File: src/rtl/ms53l_uart_tx.sv
// ms53l_uart_tx: rising-edge triggered 8N1 UART transmitter for the MS53L command path.
// Optional parity bit between data and stop is enabled by defining UART_TX_PARITY_EN.
module ms53l_uart_tx #(
    parameter int CLK_FREQ   = 50_000_000,
    parameter int BAUD_RATE  = 115200,
    parameter int STOP_BITS  = 1,
    parameter int PARITY_ODD = 0
) (
    input  logic       clk,
    input  logic       rst_n,
    input  logic       tx_en,
    input  logic [7:0] tx_data,
    output logic       tx_busy,
    output logic       tx_done,
    output logic       uart_txd
);
    localparam int BAUD_CNT = CLK_FREQ / BAUD_RATE;
    localparam int CW = $clog2(BAUD_CNT);

    if (STOP_BITS < 1 || STOP_BITS > 2 || PARITY_ODD < 0 || PARITY_ODD > 1) begin : g_bad_cfg
        $error("ms53l_uart_tx: STOP_BITS must be 1 or 2 and PARITY_ODD 0 or 1");
    end

    typedef enum logic [2:0] {
        IDLE,
        START,
        DATA,
`ifdef UART_TX_PARITY_EN
        PARITY,
`endif
        STOP
    } state_t;

    state_t        state_q, state_d;
    logic [CW-1:0] baud_cnt_q, baud_cnt_d;
    logic [2:0]    bit_cnt_q, bit_cnt_d;
    logic [7:0]    shift_q, shift_d;
    logic          en_d_q, en_d_d;
    logic          txd_q, txd_d;
    logic          busy_q, busy_d;
    logic          done_q, done_d;
    logic          en_rise, bit_end;

    assign en_rise  = tx_en & ~en_d_q;
    assign bit_end  = baud_cnt_q == CW'(BAUD_CNT - 1);
    assign uart_txd = txd_q;
    assign tx_busy  = busy_q;
    assign tx_done  = done_q;

    always_ff @(posedge clk or negedge rst_n) begin
        if (!rst_n) begin
            state_q    <= IDLE;
            baud_cnt_q <= '0;
            bit_cnt_q  <= '0;
            shift_q    <= '0;
            en_d_q     <= 1'b0;
            txd_q      <= 1'b1;
            busy_q     <= 1'b0;
            done_q     <= 1'b0;
        end else begin
            state_q    <= state_d;
            baud_cnt_q <= baud_cnt_d;
            bit_cnt_q  <= bit_cnt_d;
            shift_q    <= shift_d;
            en_d_q     <= en_d_d;
            txd_q      <= txd_d;
            busy_q     <= busy_d;
            done_q     <= done_d;
        end
    end

    always_comb begin
        state_d = state_q;
        case (state_q)
            IDLE:   if (en_rise) state_d = START;
            START:  if (bit_end) state_d = DATA;
`ifdef UART_TX_PARITY_EN
            DATA:   if (bit_end && bit_cnt_q == 3'd7) state_d = PARITY;
            PARITY: if (bit_end) state_d = STOP;
`else
            DATA:   if (bit_end && bit_cnt_q == 3'd7) state_d = STOP;
`endif
            STOP:   if (bit_end && bit_cnt_q == 3'(STOP_BITS - 1)) state_d = IDLE;
            default: state_d = IDLE;
        endcase
    end

    // Outputs are registered, so they are derived from the state being entered.
    always_comb begin
        en_d_d     = tx_en;
        shift_d    = (state_q == IDLE && en_rise) ? tx_data : shift_q;
        baud_cnt_d = (state_q == IDLE || bit_end) ? '0 : baud_cnt_q + 1'b1;
        bit_cnt_d  = (state_q == IDLE) ? 3'd0 :
                     ((state_q == DATA || state_q == STOP) && bit_end) ? bit_cnt_q + 3'd1 : bit_cnt_q;
`ifdef UART_TX_PARITY_EN
        txd_d      = (state_d == START)  ? 1'b0 :
                     (state_d == DATA)   ? shift_d[bit_cnt_d] :
                     (state_d == PARITY) ? (^shift_q) ^ PARITY_ODD[0] : 1'b1;
`else
        txd_d      = (state_d == START) ? 1'b0 :
                     (state_d == DATA)  ? shift_d[bit_cnt_d] : 1'b1;
`endif
        busy_d     = state_d != IDLE;
        done_d     = state_q == STOP && state_d == IDLE;
    end
endmodule
File: config.mk
export PLATFORM = sky130hd
export DESIGN_NAME = ms53l_uart_tx
export DESIGN_NICKNAME = d
export VERILOG_FILES = /design/src/rtl/ms53l_uart_tx.sv
export SDC_FILE = /design/constraint.sdc
export NUM_CORES = 1
export LEC_CHECK = 0
export CAP_MARGIN = 20
export CORE_ASPECT_RATIO = 0.7
export CORE_MARGIN = 4
export CORE_UTILIZATION = 50
export DETAILED_ROUTE_END_ITERATION = 10
export GPL_TIMING_DRIVEN = 0
export PLACE_DENSITY = 0.78
export SLEW_MARGIN = 20
export SYNTH_ARGS = -nofsm -noshare
export SYNTH_HDL_FRONTEND = slang
export SYNTH_SLANG_ARGS = --single-unit
File: constraint.sdc
create_clock -name clk -period 1.65 [get_ports clk]
set_input_delay 0.33 -clock clk [delete_from_list [all_inputs] [get_ports clk]]
set_output_delay 0.33 -clock clk [all_outputs]
set_load 0.05 [all_outputs]
Yosys cells after proc, flatten, opt, wreduce, memory -nomap -nowiden
Index checks and enable logic that the tools add are counted. W data, S select, Z words.

Output and inout bits: 3. Logic and storage cells: 44. Bits in registers: 27. Bits of input ports: 11.

Equal/unequal tests: 7. $lt $le $gt $ge: 1. Bitwise logic cells: 2. $add $sub $neg: 2. Multiplexer cells: 13. Reductions and logical operators: 11.

Operators with widths (count): $mux W3 (6); $pmux W3 S4 (1); $add A9 B1 Y9 const B (1); $eq A3 B2 Y1 const B (3); $eq A9 B9 Y1 const B (1); $logic_not A3 Y1 (3); $mux W9 (1); $mux W8 (1); $eq A3 B1 Y1 const B (2); $logic_and A1 B1 Y1 (5); $lt A3 B4 Y1 const B (1); $add A3 B1 Y3 const B (1); $bmux W1 S3 (1); $eq A3 B3 Y1 const B (1); $mux W1 (3); $reduce_bool A3 Y1 (1); $logic_or A1 B1 Y1 (2); $and A1 B1 Y1 (1); $not A1 Y1 (1).

Logic depth before layout (Yosys ltp)
Gate-level depths: netlist (run 1).

Depth after elaboration: 9. Depth in mapped cells: 8. Gate-level depth less buffers: 8.

Least setup slack after synthesis (run 1)
OpenSTA, ideal clock, no wires.

Path kind: flip-flop to flip-flop. From: register baud_cnt_q[0]. To: register txd_q (netlist: uart_txd). Clock period less this slack: 1833 ps. Setup time: 77 ps. Cell stages (with the launch flop): 8. Data required time: 1573 ps. Slack: -183 ps. Arrival: 1756 ps. Buffers on the path: 0. Path through: dfrtp_1 -> ha_1 -> and4b_2 -> a311oi_2 -> a31oi_4 -> mux2i_1 -> or3b_1 -> a31oi_1.

Longest elaborated chain between the ends: 8. Elaborated cells on any way between the ends: 16. Classes of those cells: eq/ne: 3; mux: 10; reduce/logical: 3.

Ends and longest elaborated chain: from (decl) (line 35) `logic [CW-1:0] baud_cnt_q, baud_cnt_d;`; from (signal assigned) (line 62) `baud_cnt_q <= baud_cnt_d;`; $eq A9 B9 Y1 (*) (line 45) `assign bit_end = baud_cnt_q == CW'(BAUD_CNT - 1);`; $logic_and A1 B1 Y1 (line 94) `((state_q == DATA || state_q == STOP) && bit_end) ? bit_cnt_q + 3'd1 : bit_cnt_q;`; $mux W3 (line 94); $mux W3 (line 93) `bit_cnt_d = (state_q == IDLE) ? 3'd0 :`; $bmux W1 S3 (line 101) `(state_d == DATA) ? shift_d[bit_cnt_d] : 1'b1;`; $mux W1 (not written as such) (line 101); $mux W1 (line 101); $mux W1 (*) (line 100) `txd_d = (state_d == START) ? 1'b0 :`; net txd_d (line 39) `logic txd_q, txd_d;`; to (signal assigned) (line 66) `txd_q <= txd_d;`; to (decl) (line 39).

Mark *: on every way through the listed nets, which the timed path passes. The rest lies on a longest branch. The select of a mux whose other input is x is not followed.

Worst setup path in the final report (run 1)
From: register baud_cnt_q[1]. To: register txd_q (netlist: uart_txd).

The elaborated chain is that of the path after synthesis.

==> metrics, run 1 <==
Ports 14; clock transition at the registers of the reported paths 90 ps; detailed-route DRC error count 0; number of endpoints with negative hold slack in the final report 0; most area-hungry cell type in the Yosys netlist sky130_fd_sc_hd__dfrtp_1; count of vias placed by the detailed router 948; warning count from the yosys run 0; result of the run complete, but fails checks; share of total power in sequential cells 0.550; CP startpoint kind flop; Avg Vias per Cell 5.48; Pwr Density 823 nW/um2; diodes inserted 0; first drt pass iteration count 4; Avg WL per Cell 15.6 um; final worst path period share 1.20; overall global routing resource usage 0.159; number of setup violations in the final report 3; minimum clock period after layout 1980 ps; row cnt 15; share of synthesized area occupied by flip-flops and latches 0.498; Starting DRT DRC Count 83; die area 3630 um2; number of nets still failing antenna checks after routing 0; proportion of total power due to net switching 0.255; Placement Cell Area 1530 um2; global placer's final weighted congestion 0.806; standard cell with the maximum stage delay on the critical path sky130_fd_sc_hd__dfrtp_1; clock tree root buffer cell sky130_fd_sc_hd__clkbuf_8; antenna violations before repair 0; most frequent cell after synthesis sky130_fd_sc_hd__dfrtp_1; # port buffers 13; initial core utilization 0.536; Net count, final 156; VDD IR max 518 uV; chip width 70.3 um; worst-path fanout max 5; number of flops mapped to enable cells by yosys 0; failing checks negative setup slack; Top FF cell, synth sky130_fd_sc_hd__dfrtp_1; minimum setup slack in the final design -328 ps; tightest slew margin relative to the limit 0.591; pin count of the biggest net entering global routing 28; cell count after synthesis 114; Worst Setup End Kind flop; # hold bufs at CTS 0; Syn-to-layout area delta 25.0%; critical path arrival 2170 ps; Filler Cells Inserted 194; global-route wire length before repair 4410 um; Core Box Area 2530 um2; Setup WS pre-CTS -353 ps; worst hold path type in2async; Synthesized Nets 130; y dimension of the die 51.6 um; share of async-settable or async-resettable flops after synthesis 1.00; clock buffers created by TritonCTS 3; CTS tree done; DP HPWL 1840 um; buffers from clock root to sink, at most 2; count of max-cap constraint violations 0; mean cell area of the mapped netlist 11.9 um2; final std cell area, no fill 1700 um2; post-detailed-routing wire length 2710 um; slew of the pin with the lowest slew margin 614 ps; Combinational Power Share 0.182; Unique masters post-synth 44; number of sinks on the clock net 27; final setup TNS -622 ps; leakage power summed over all cells 0.000758 uW; worst clock skew 3.64 ps; Switch Pwr 357 uW; final design utilization 0.671; post-synthesis sequential element count 27; top cells by area in the synthesized netlist sky130_fd_sc_hd__dfrtp_1 (48%), sky130_fd_sc_hd__ha_1 (4.6%), sky130_fd_sc_hd__mux2_4 (3.3%), sky130_fd_sc_hd__nor2_1 (2.5%), sky130_fd_sc_hd__mux2_1 (2.5%); total overflow reported by the global router 0; part of the total power dissipated in the clock network 0.268; worst endpoint required time 1840 ps; internal portion of total power 1040 uW; fraction of synthesized cell area taken by the top area cell type 0.479; via count of the first global-routing pass 923; insertion delay of the later-clocked pin in the worst-skew pair 270 ps; class of the most critical setup path reg2reg; cells along the critical path inv_1, ha_2, and4b_2, a311oi_4, a31oi_4, buf_4, mux2i_2, a2bb2oi_2, a31oi_1; Max Clk Rate 0.506 GHz; leading post-synthesis cells by instance count sky130_fd_sc_hd__dfrtp_1 (26), sky130_fd_sc_hd__nor2_1 (9), sky130_fd_sc_hd__inv_1 (7), sky130_fd_sc_hd__a21oi_1 (5), sky130_fd_sc_hd__ha_1 (5); H-Tree Level Count 1; worst stage delay on the critical path 380 ps; fraction of final layout cells with drive strength greater than 1 0.281; setup repair after global routing missed its margin yes; final max-slew violation count 0; post-synthesis cell area 1360 um2
per-layer routing:
metal | vias to the layer above | GRT usage | wire length, um
met3 | 4 | 0.0405 | 110
met4 | 0 | 0.0478 | 37
met1 | 469 | 0.220 | 1310
li1 | 457 | - | -
met2 | 18 | 0.247 | 1250
met5 | - | 0 | 0
critical path, delay by kind of cell, from the launching register on:
kind / cells / cell delay, ps
DFF: 1 / 380
buffers and inverters: 2 / 230
and+or+nand+nor: 1 / 280
AOI/OAI and AO/OA: 4 / 610
adders and majority gates: 1 / 170
muxes: 1 / 230
cells in the final DEF, fill, tap and decap left out, types with 2 or more instances in the layout:
cell type and instances:
sky130_fd_sc_hd__xor2_1 3, sky130_fd_sc_hd__mux2_2 3, sky130_fd_sc_hd__clkbuf_8 3, sky130_fd_sc_hd__a21oi_1 4, sky130_fd_sc_hd__ha_1 4, sky130_fd_sc_hd__nand4_1 2
sky130_fd_sc_hd__dlygate4sd2_1 2, sky130_fd_sc_hd__nand3_1 4, sky130_fd_sc_hd__a31oi_1 2, sky130_fd_sc_hd__or3_1 2, sky130_fd_sc_hd__clkdlybuf4s50_1 9, sky130_fd_sc_hd__o31ai_1 2
sky130_fd_sc_hd__nand2_1 4, sky130_fd_sc_hd__mux2_4 3, sky130_fd_sc_hd__xnor2_1 2, sky130_fd_sc_hd__mux2i_1 2, sky130_fd_sc_hd__dfrtp_1 26, sky130_fd_sc_hd__o21ai_0 2
sky130_fd_sc_hd__buf_6 3, sky130_fd_sc_hd__nor2_1 9, sky130_fd_sc_hd__mux2_1 3, sky130_fd_sc_hd__inv_1 7, sky130_fd_sc_hd__buf_4 7
power groups by stage:
stage	Clock (uW)	Combinational, uW	Sequential, uW
floorplan	0	140	788
global placement	0	217	779
detailed placement	0	223	786
CTS	385	249	770
global route	417	281	779
finish	374	255	769
what timing repair did:
item,in CTS,in global routing
resized for setup,8,7
buffers inserted,7,3
setup endpoints to repair,15,5
pin swaps,6,2
flip-flops by register name (all words and copies together) (netlist names):
name and cells:
tx_busy 1, en_d_q 1, tx_done 1, shift_q 8, state_q 3, bit_cnt_q 3
baud_cnt_q 9, uart_txd 1
cell type report:
| class | count | area, um2 | share of cell area |
|---|---|---|---|
| Sequential cell | 27 | 677 | 0.398 |
| Buffer | 1 | 11.3 | 0.00663 |
| Clock inverter | 1 | 5.00 | 0.00295 |
| Multi-Input combinational cell | 78 | 698 | 0.411 |
| Inverter | 7 | 26.3 | 0.0155 |
| Tap cell | 34 | 42.5 | 0.0250 |
| Clock buffer | 3 | 41.3 | 0.0243 |
| Timing Repair Buffer | 22 | 198 | 0.116 |
stage by stage:
step	power (uW)	hold WS, ps	cells
after global routing	1480	99.8	173
final	1400	55.1	173
after CTS	1400	74.9	171
after global placement	995	466	161
after detailed placement	1010	376	161
after floorplan	928	34.4	114
cells by family (layout without fill, tap and decap cells):
family | count (synthesis) | after routing | share of synthesized area
DFF | 27 | 27 | 0.498
buffers and inverters | 9 | 34 | 0.0304
and+or+nand+nor | 37 | 37 | 0.173
AOI/OAI and AO/OA | 18 | 18 | 0.112
muxes | 12 | 12 | 0.105
adders and majority gates | 5 | 5 | 0.0460
other | 1 | 1 | 0.00276
xor gates and xnor gates | 5 | 5 | 0.0322
worst paths after layout:
kind	start	to	slack, ps	depth (start not counted)
setup / recovery	baud_cnt_q[1]	uart_txd	-330	9
hold / removal	rst_n	baud_cnt_q[4]	60	1
setup reg to reg	baud_cnt_q[1]	uart_txd	-330	9
hold reg to reg	shift_q[3]	shift_q[3]	500	1
max in group asynchronous	rst_n	shift_q[6]	1190	1
min in group clk	shift_q[3]	shift_q[3]	500	1
Power figures use the tool's default switching activity.
==> run 2, diff against run 1 <==
Settings changed: PLACE_DENSITY 0.78 to 0.74.
==> run 2 against run 1 <==
Compared with the run above:
- the run still ends with negative setup slack left
- critical path depth is 1 lower
- routed wire length decreased by 3.5%
- global-route usage grew 0.48 points
- core utilization fell by 1.8 points
- clock power grew 4%
- first-iteration DRC count shrank 25%
- non-clock buffer count fell by 1
- combinational power shrank 2%
- setup slack better by 35 ps
- sequential share of layout area is 1.1 points higher
- via count decreased by 0.74%
- cell area shrank 2.7%
==> metrics, run 2 (synthesized netlist as in run 1, its figures left out) <==
slew of the pin with the lowest slew margin 612 ps (was 614 ps); Net count, final 155 (was 156); Post-Layout Cell Count 172 (was 173); buffers from clock root to sink, at most 2 (unchanged); CTS tree done (unchanged); first drt pass iteration count 4 (unchanged); number of nets still failing antenna checks after routing 0 (unchanged); fraction of final layout cells with drive strength greater than 1 0.239 (was 0.281); Avg WL per Cell 15.2 um (was 15.6 um); Core Box Area 2530 um2 (unchanged); met2 WL 1240 um (was 1250 um); combined area of the multi-input logic cells 666 um2 (was 698 um2); number of sinks on the clock net 27 (unchanged); Placed Cells 161 (unchanged); VDD IR max 679 uV (was 518 uV); global-route wire length before repair 4620 um (was 4410 um); DP HPWL 1820 um (was 1840 um); y dimension of the die 51.6 um (unchanged); class of the most critical setup path reg2reg (unchanged); Pwr Density 850 nW/um2 (was 823 nW/um2); detailed-route DRC error count 0 (unchanged); number of setup violations in the final report 3 (unchanged); overall global routing resource usage 0.164 (was 0.159); Syn-to-layout area delta 21.7% (was 25.0%); pin count of the biggest net entering global routing 28 (unchanged); # port buffers 13 (unchanged); die area 3630 um2 (unchanged); worst endpoint required time 1860 ps (was 1840 ps); Worst Setup End Kind flop (unchanged); via count of the first global-routing pass 972 (was 923); count of vias placed by the detailed router 941 (was 948); Routed met3 length 106 um (was 110 um); clock transition at the registers of the reported paths 100 ps (was 90 ps); final setup TNS -468 ps (was -622 ps); top library cells by usage in the layout, fill and taps aside sky130_fd_sc_hd__dfrtp_1 (26), sky130_fd_sc_hd__nor2_1 (9), sky130_fd_sc_hd__clkdlybuf4s50_1 (9) (unchanged); final max-slew violation count 0 (unchanged); Setup WS pre-CTS -341 ps (was -353 ps); clock buffers created by TritonCTS 3 (unchanged); setup repair after global routing missed its margin yes (unchanged); total overflow reported by the global router 0 (unchanged); failing checks negative setup slack (unchanged); worst hold path type in2async (unchanged); post-detailed-routing wire length 2610 um (was 2710 um); register area 677 um2 (unchanged); antenna violations before repair 0 (unchanged); flip-flop count of the largest register, all copies and words added 9 (unchanged); result of the run complete, but fails checks (unchanged); Highest Signal Layer met4 (unchanged); chip width 70.3 um (unchanged); minimum clock period after layout 1940 ps (was 1980 ps); register name with the most flops baud_cnt_q (unchanged); initial core utilization 0.536 (unchanged); worst-path fanout max 5 (unchanged); Starting DRT DRC Count 62 (was 83); global placer's final weighted congestion 0.786 (was 0.806); worst clock skew 2.56 ps (was 3.64 ps); clock tree root buffer cell sky130_fd_sc_hd__clkbuf_8 (unchanged); CP startpoint kind flop (unchanged); final worst path period share 1.18 (was 1.20); count of max-cap constraint violations 0 (unchanged); Avg Vias per Cell 5.47 (was 5.48); Filler Cells Inserted 203 (was 194); Ports 14 (unchanged); Max Clk Rate 0.515 GHz (was 0.506 GHz); leakage power summed over all cells 0.000750 uW (was 0.000758 uW); H-Tree Level Count 1 (unchanged); number of endpoints with negative hold slack in the final report 0 (unchanged); minimum setup slack in the final design -293 ps (was -328 ps); insertion delay of the later-clocked pin in the worst-skew pair 280 ps (was 270 ps); most common library cell in the layout ignoring fill and taps sky130_fd_sc_hd__dfrtp_1 (unchanged); wire length on met1 1240 um (was 1310 um); registers with the most flip-flops baud_cnt_q x9, shift_q x8 (unchanged); critical path arrival 2150 ps (was 2170 ps); row cnt 15 (unchanged); diodes inserted 0 (unchanged); tightest slew margin relative to the limit 0.592 (was 0.591)
-- run 2: report_power, final --
group | leakage, uW | switching [uW] | internal [uW] | total, uW
combinational | 0.000381 | 115 | 134 | 249
sequential | 0.000347 | 36.2 | 732 | 769
clock | 0.0000217 | 217 | 172 | 388
total | 0.000750 | 368 | 1040 | 1410
-- run 2: metrics by stage --
step / area [um2] / power (uW) / hold WS [ps] / utilization
floorplan: 1360 / 928 / 34.4 / -
global placement: 1540 / 997 / 470 / 0.606
detailed placement: 1530 / 1020 / 374 / 0.604
CTS: 1640 / 1420 / 62.8 / 0.649
global route: 1650 / 1480 / 92.6 / 0.653
finish: 1650 / 1410 / 48.2 / 0.653
-- run 2: worst paths after layout --
check,startpoint,endpoint,slack (ps),cells after the start
max,baud_cnt_q[1],uart_txd,-290,8
min,rst_n,baud_cnt_q[1],50,1
max reg2reg,baud_cnt_q[1],uart_txd,-290,8
min reg2reg,shift_q[5],shift_q[5],500,1
max in group asynchronous,rst_n,tx_busy,1200,1
min in group clk,shift_q[5],shift_q[5],500,1
-- run 2: layer usage --
| layer | vias up | GRT usage |
|---|---|---|
| li1 | 458 | - |
| met1 | 458 | 0.216 |
| met2 | 20 | 0.278 |
| met3 | 5 | 0.0405 |
| met4 | 0 | 0.0287 |
| met5 | - | 0 |
-- run 2: cell type report --
type,instances,area share
clock buffer,3,0.0250
multi-input combinational,78,0.402
clock inverter,1,0.00454
timing repair buffer,21,0.110
buffer,1,0.00681
inverter,7,0.0159
sequential,27,0.409
tap,34,0.0257
-- run 2: timing repair --
item,CTS,global route
pin swaps,4,1
hold buffers,0,0
setup buffers,7,1
endpoints found under the setup margin,15,13
resized for setup,6,1
cloned,0,0
-- run 2: worst max-delay path, cell delays in order (launching register included) --
cell	delay, ps
sky130_fd_sc_hd__dfrtp_1	390
sky130_fd_sc_hd__inv_1	60
sky130_fd_sc_hd__ha_1	150
sky130_fd_sc_hd__and4b_2	280
sky130_fd_sc_hd__a311oi_4	110
sky130_fd_sc_hd__a31oi_4	260
sky130_fd_sc_hd__mux2i_1	120
sky130_fd_sc_hd__or3b_1	360
sky130_fd_sc_hd__a31oi_1	140
==> run 3, diff against run 2 <==
Settings changed: MAX_ROUTING_LAYER set to met4.
==> run 3 against run 2 <==
Compared with the run above:
- the run still ends with negative setup slack left
- cell area unchanged
- register-to-register slack about the same
- global-route usage up 0.45 points
- critical path depth down 1
- maximum frequency down 0.52%
- largest power group unchanged
- die area unchanged
==> metrics, run 3 (synthesized netlist as in run 1, its figures left out) <==
global placer's final weighted congestion 0.797 (was 0.786); Ports 14 (unchanged); CTS tree done (unchanged); slew of the pin with the lowest slew margin 611 ps (was 612 ps); top library cells by usage in the layout, fill and taps aside sky130_fd_sc_hd__dfrtp_1 (26), sky130_fd_sc_hd__nor2_1 (9), sky130_fd_sc_hd__clkdlybuf4s50_1 (9) (unchanged); overall power of the completed layout 1410 uW (about the same); Core Box Area 2530 um2 (unchanged); Avg WL per Cell 15.2 um (about the same); insertion delay of the later-clocked pin in the worst-skew pair 280 ps (about the same); register name with the most flops baud_cnt_q (unchanged); final setup TNS -478 ps (was -468 ps); final std cell area, no fill 1650 um2 (unchanged); VDD IR max 680 uV (was 679 uV); pin count of the biggest net entering global routing 28 (unchanged); minimum setup slack in the final design -303 ps (was -293 ps); buffers from clock root to sink, at most 2 (unchanged); H-Tree Level Count 1 (unchanged); Filler Cells Inserted 203 (unchanged); antenna violations before repair 0 (unchanged); number of setup violations in the final report 3 (unchanged); detailed-route DRC error count 0 (unchanged); failing checks negative setup slack (unchanged); flip-flop count of the largest register, all copies and words added 9 (unchanged); Starting DRT DRC Count 63 (was 62); # port buffers 13 (unchanged); Register-to-Register Path Depth 7 (was 8); Placed Cells 161 (unchanged); Worst Setup End Kind flop (unchanged); minimum clock period after layout 1950 ps (was 1940 ps); clock transition at the registers of the reported paths 100 ps (about the same); registers with the most flip-flops baud_cnt_q x9, shift_q x8 (unchanged); die area 3630 um2 (unchanged); number of nets still failing antenna checks after routing 0 (unchanged); count of vias placed by the detailed router 941 (unchanged); final design utilization 0.653 (unchanged); critical path arrival 2160 ps (was 2150 ps); overall global routing resource usage 0.168 (was 0.164); worst hold path type in2async (unchanged); Post-Layout Cell Count 172 (unchanged); clock buffers created by TritonCTS 3 (unchanged); DP HPWL 1820 um (unchanged); worst clock skew 2.72 ps (was 2.56 ps); most common library cell in the layout ignoring fill and taps sky130_fd_sc_hd__dfrtp_1 (unchanged); class of the most critical setup path reg2reg (unchanged); first drt pass iteration count 4 (unchanged); Avg Vias per Cell 5.47 (unchanged); leakage power summed over all cells 0.000750 uW (unchanged); total overflow reported by the global router 0 (unchanged); Placement Cell Area 1530 um2 (unchanged); post-detailed-routing wire length 2620 um (was 2610 um); clock tree root buffer cell sky130_fd_sc_hd__clkbuf_8 (unchanged); number of endpoints with negative hold slack in the final report 0 (unchanged); y dimension of the die 51.6 um (unchanged); worst endpoint required time 1860 ps (about the same); worst-path fanout max 5 (unchanged); final worst path period share 1.18 (about the same); Pwr Density 851 nW/um2 (was 850 nW/um2); result of the run complete, but fails checks (unchanged); Max Clk Rate 0.512 GHz (was 0.515 GHz); final max-slew violation count 0 (unchanged); fraction of final layout cells with drive strength greater than 1 0.239 (unchanged); tightest slew margin relative to the limit 0.592 (about the same); CP startpoint kind flop (unchanged); global-route wire length before repair 4610 um (was 4620 um); number of sinks on the clock net 27 (unchanged); setup repair after global routing missed its margin yes (unchanged); chip width 70.3 um (unchanged); via count of the first global-routing pass 976 (was 972); row cnt 15 (unchanged); diodes inserted 0 (unchanged); initial core utilization 0.536 (unchanged); Syn-to-layout area delta 21.7% (unchanged); count of max-cap constraint violations 0 (unchanged); Net count, final 155 (unchanged); # hold bufs at CTS 0 (unchanged)
## run 3: cell counts in the layout (fill, tap and decap cells not counted)
Identical to the previous run, type by type.
## run 3: path summary, 6_finish.rpt
path	start	slack [ps]	endpoint
worst min register to register	shift_q[5]	500	shift_q[5]
worst min-delay path	rst_n	50	baud_cnt_q[1]
min in group clk	shift_q[5]	500	shift_q[5]
worst max register to register	baud_cnt_q[1]	-300	uart_txd
worst max-delay path	baud_cnt_q[1]	-300	uart_txd
max in group asynchronous	rst_n	1200	tx_busy
## run 3: routing by layer
layer	global-route usage	vias up	wire (um)
li1	-	458	-
met1	0.216	458	1250
met2	0.278	20	1240
met3	0.0405	5	103
met4	0.0287	0	20
met5	-	-	0
## run 3: worst max-delay path, cell delays in order (launching register included)
cell	delay, ps
sky130_fd_sc_hd__dfrtp_1	390
sky130_fd_sc_hd__inv_1	60
sky130_fd_sc_hd__ha_1	150
sky130_fd_sc_hd__and4b_2	280
sky130_fd_sc_hd__nand4_1	110
sky130_fd_sc_hd__a21oi_1	350
sky130_fd_sc_hd__or3b_1	400
sky130_fd_sc_hd__a31oi_1	150
## run 3: report_power, final
part | total, uW | switching (uW) | internal (uW)
Combinational | 249 | 116 | 134
Sequential | 769 | 36.3 | 732
Clock | 389 | 217 | 172
## run 3: area by class of cell
class	count	area (um2)	area share
sequential	27	677	0.409
multi-input combinational	78	666	0.402
timing repair buffer	21	183	0.110
tap	34	42.5	0.0257
clock buffer	3	41.3	0.0250
inverter	7	26.3	0.0159
buffer	1	11.3	0.00681
clock inverter	1	7.51	0.00454
## run 3: repair_timing
item,in CTS,in global routing
endpoints found under the setup margin,15,13
gates resized for setup,6,1
buffers inserted,7,1
pin swaps,4,1
## run 3: metrics by stage
stage,hold slack [ps],setup WS [ps]
5_1_grt,92.6,-430
2_1_floorplan,34.4,-179
3_3_place_gp,470,-323
6_report,47.7,-303
3_5_place_dp,374,-341
4_1_cts,62.8,-297
==> patch: new RTL, flow settings as in run 2 <==
Set the parameter `BAUD_RATE` to 230400 (it was 115200).
--- a/src/rtl/ms53l_uart_tx.sv
+++ b/src/rtl/ms53l_uart_tx.sv
@@ -2,7 +2,7 @@
 // Optional parity bit between data and stop is enabled by defining UART_TX_PARITY_EN.
 module ms53l_uart_tx #(
     parameter int CLK_FREQ   = 50_000_000,
-    parameter int BAUD_RATE  = 115200,
+    parameter int BAUD_RATE  = 230400,
     parameter int STOP_BITS  = 1,
     parameter int PARITY_ODD = 0
 ) (
Behaviour: no difference found for any inputs over 10 cycles, from zero or initial values and one cycle with rst_n low; that may be too few to reach the edited logic, so the function may still have changed.
==> patch against run 2 <==
  * The run still ends with setup timing left
  * Critical path depth up 1
  * Power up 0.10%
  * Worst setup slack worse by 72 ps
  * Maximum frequency is 3.6% lower
  * Sequential cell count shrank 1
  * Wire length grew 0.57%
  * Design area fell by 0.53%
  * Synthesized cell count is 4.4% higher
  * Count of clock-buffer cells in the layout grew 1
  * Area after synthesis fell by 4.0%
  * Critical path type unchanged
  * Critical endpoint unchanged
==> patch: results (changes against run 2) <==
stage;metric;value;unit;change
critical_path;worstRegToRegCells;9;;+1
cells_and_area;reg_top3;baud_cnt_q: 8 flops, shift_q: 8 flops;;
power_and_ir_drop;clk-power;407;µW;+5%
synth;synthFlopType;dfrtp_1;;
routing;wl_met3;177;µm;+67%
synth;syn-num-nets;135;;+3.8%
status;status;complete, but fails checks;;
sta;setup_tns;-365;ps;+103 ps
global_routing;grt_pass1_vias;982;;+1.0%
synth;synth_common_cells;25 x dfrtp_1, 12 x nor2_1, 11 x inv_1;;
power_and_ir_drop;leakage;0.000784;µW;+4.4%
place;placed_area;1480;µm²;-3.4%
routing;wl_per_cell;14.7;µm;-3.4%
sta;fin_skew;5.74;ps;+3.19 ps
global_routing;grt_pass1_wl;4230;µm;-8.5%
global_routing;grt_start_max_net_pins;27;;-3.6%
place;hpwl;1870;µm;+2.7%
sta;setup_viol;1;;-2
synth;avgSynthCellArea;11.0;µm²;-8.0%
power_and_ir_drop;power.switching;351;µW;-4.6%
routing;routed-wl-met2;1290;µm;+3.4%
global_routing;grtUsageMet1;0.191;;-0.0247
synth;ys_seq_area_frac;0.500;;+0.00136
routing;drtIter0Drc;100;;+61%
critical_path;worst-path-max-fanout;6;;+1
global_routing;grt_usage;0.154;;-0.0101
power_and_ir_drop;ir_drop;594;µV;-12%
critical_path;cpPeakStageDelay;350;ps;-40 ps
synth;synth_top_cells_by_area;dfrtp_1 48%, mux2_2 6.9%, ha_1 4.8%;;
routing;vias;1007;;+7.0%
cells_and_area;nets;162;;+4.5%
cells_and_area;drive_gt1_frac;0.276;;+0.0367
routing;wl_met1;1140;µm;-8.0%
critical_path;crit_slowest_cell;dfrtp_1;;
sta;tightest_slew;558;ps;-53.8 ps
place;gp_congestion;0.809;;+2.9%
sta;setup_slack;-365;ps;-71.9 ps
place;dp_cells;166;;+3.1%
global_routing;grtUsageMet2;0.253;;-0.0248
status;violations;setup timing;;
patch: cell types whose count changed in the layout (fill, tap and decap cells not counted), sizes merged, moves of 2 or more:
cell	change
nor2	+2
nand3	+2
buf	+3
o311a	-2
clkbuf	+2
xor2	+2
inv	+4
a21oi	-3
a31oi	+3
patch: critical path, delay by kind of cell, from the launching register on:
kind	cells	cell delay, ps
DFF	1	350
buffers and inverters	3	290
and+or+nand+nor	3	720
AOI/OAI and AO/OA	2	390
adders and majority gates	1	190
patch: per-stage QoR:
step / total power, µW / hold slack (ps) / setup slack (ps)
detailed placement: 986 / 358 / -479
global placement: 976 / 470 / -470
global route: 1480 / 87.0 / -450
CTS: 1420 / 60.7 / -351
finish: 1410 / 33.1 / -365
floorplan: 905 / 34.4 / -286
patch: worst max path at each step:
stage,startpoint,to,depth (start not counted)
CTS,baud_cnt_q[1],uart_txd,9
finish,baud_cnt_q[0],uart_txd,9
global route,state_q[0],uart_txd,8
floorplan,baud_cnt_q[0],uart_txd,9
global placement,tx_en,uart_txd,7
detailed placement,tx_en,uart_txd,7
patch: cell type report:
type	instances	area (µm²)
Inverter	11	41.3
Clock buffer	4	55.1
Multi-Input combinational cell	78	622
Tap cell	34	42.5
Sequential cell	26	653
Fill cell	194	832
Buffer	4	41.3
Timing Repair Buffer	22	190
patch: kinds of logic after synthesis:
logic type	after synthesis	synth area share
flip-flops	26	0.500
AO/OA/AOI/OAI	18	0.0920
adder cells (fa/ha/maj)	5	0.0479
AND/OR/NAND/NOR	37	0.166
buffers and inverters	15	0.0556
XOR/XNOR	6	0.0403
multiplexers	11	0.0959
other	1	0.00287
patch: repair_timing:
action | CTS | global route
pin swaps | 5 | 1
gates resized for setup | 9 | 6
gates cloned | 0 | 0
buffers inserted | 9 | 0
hold buffers | 0 | 0
setup endpoints to repair | 7 | 4
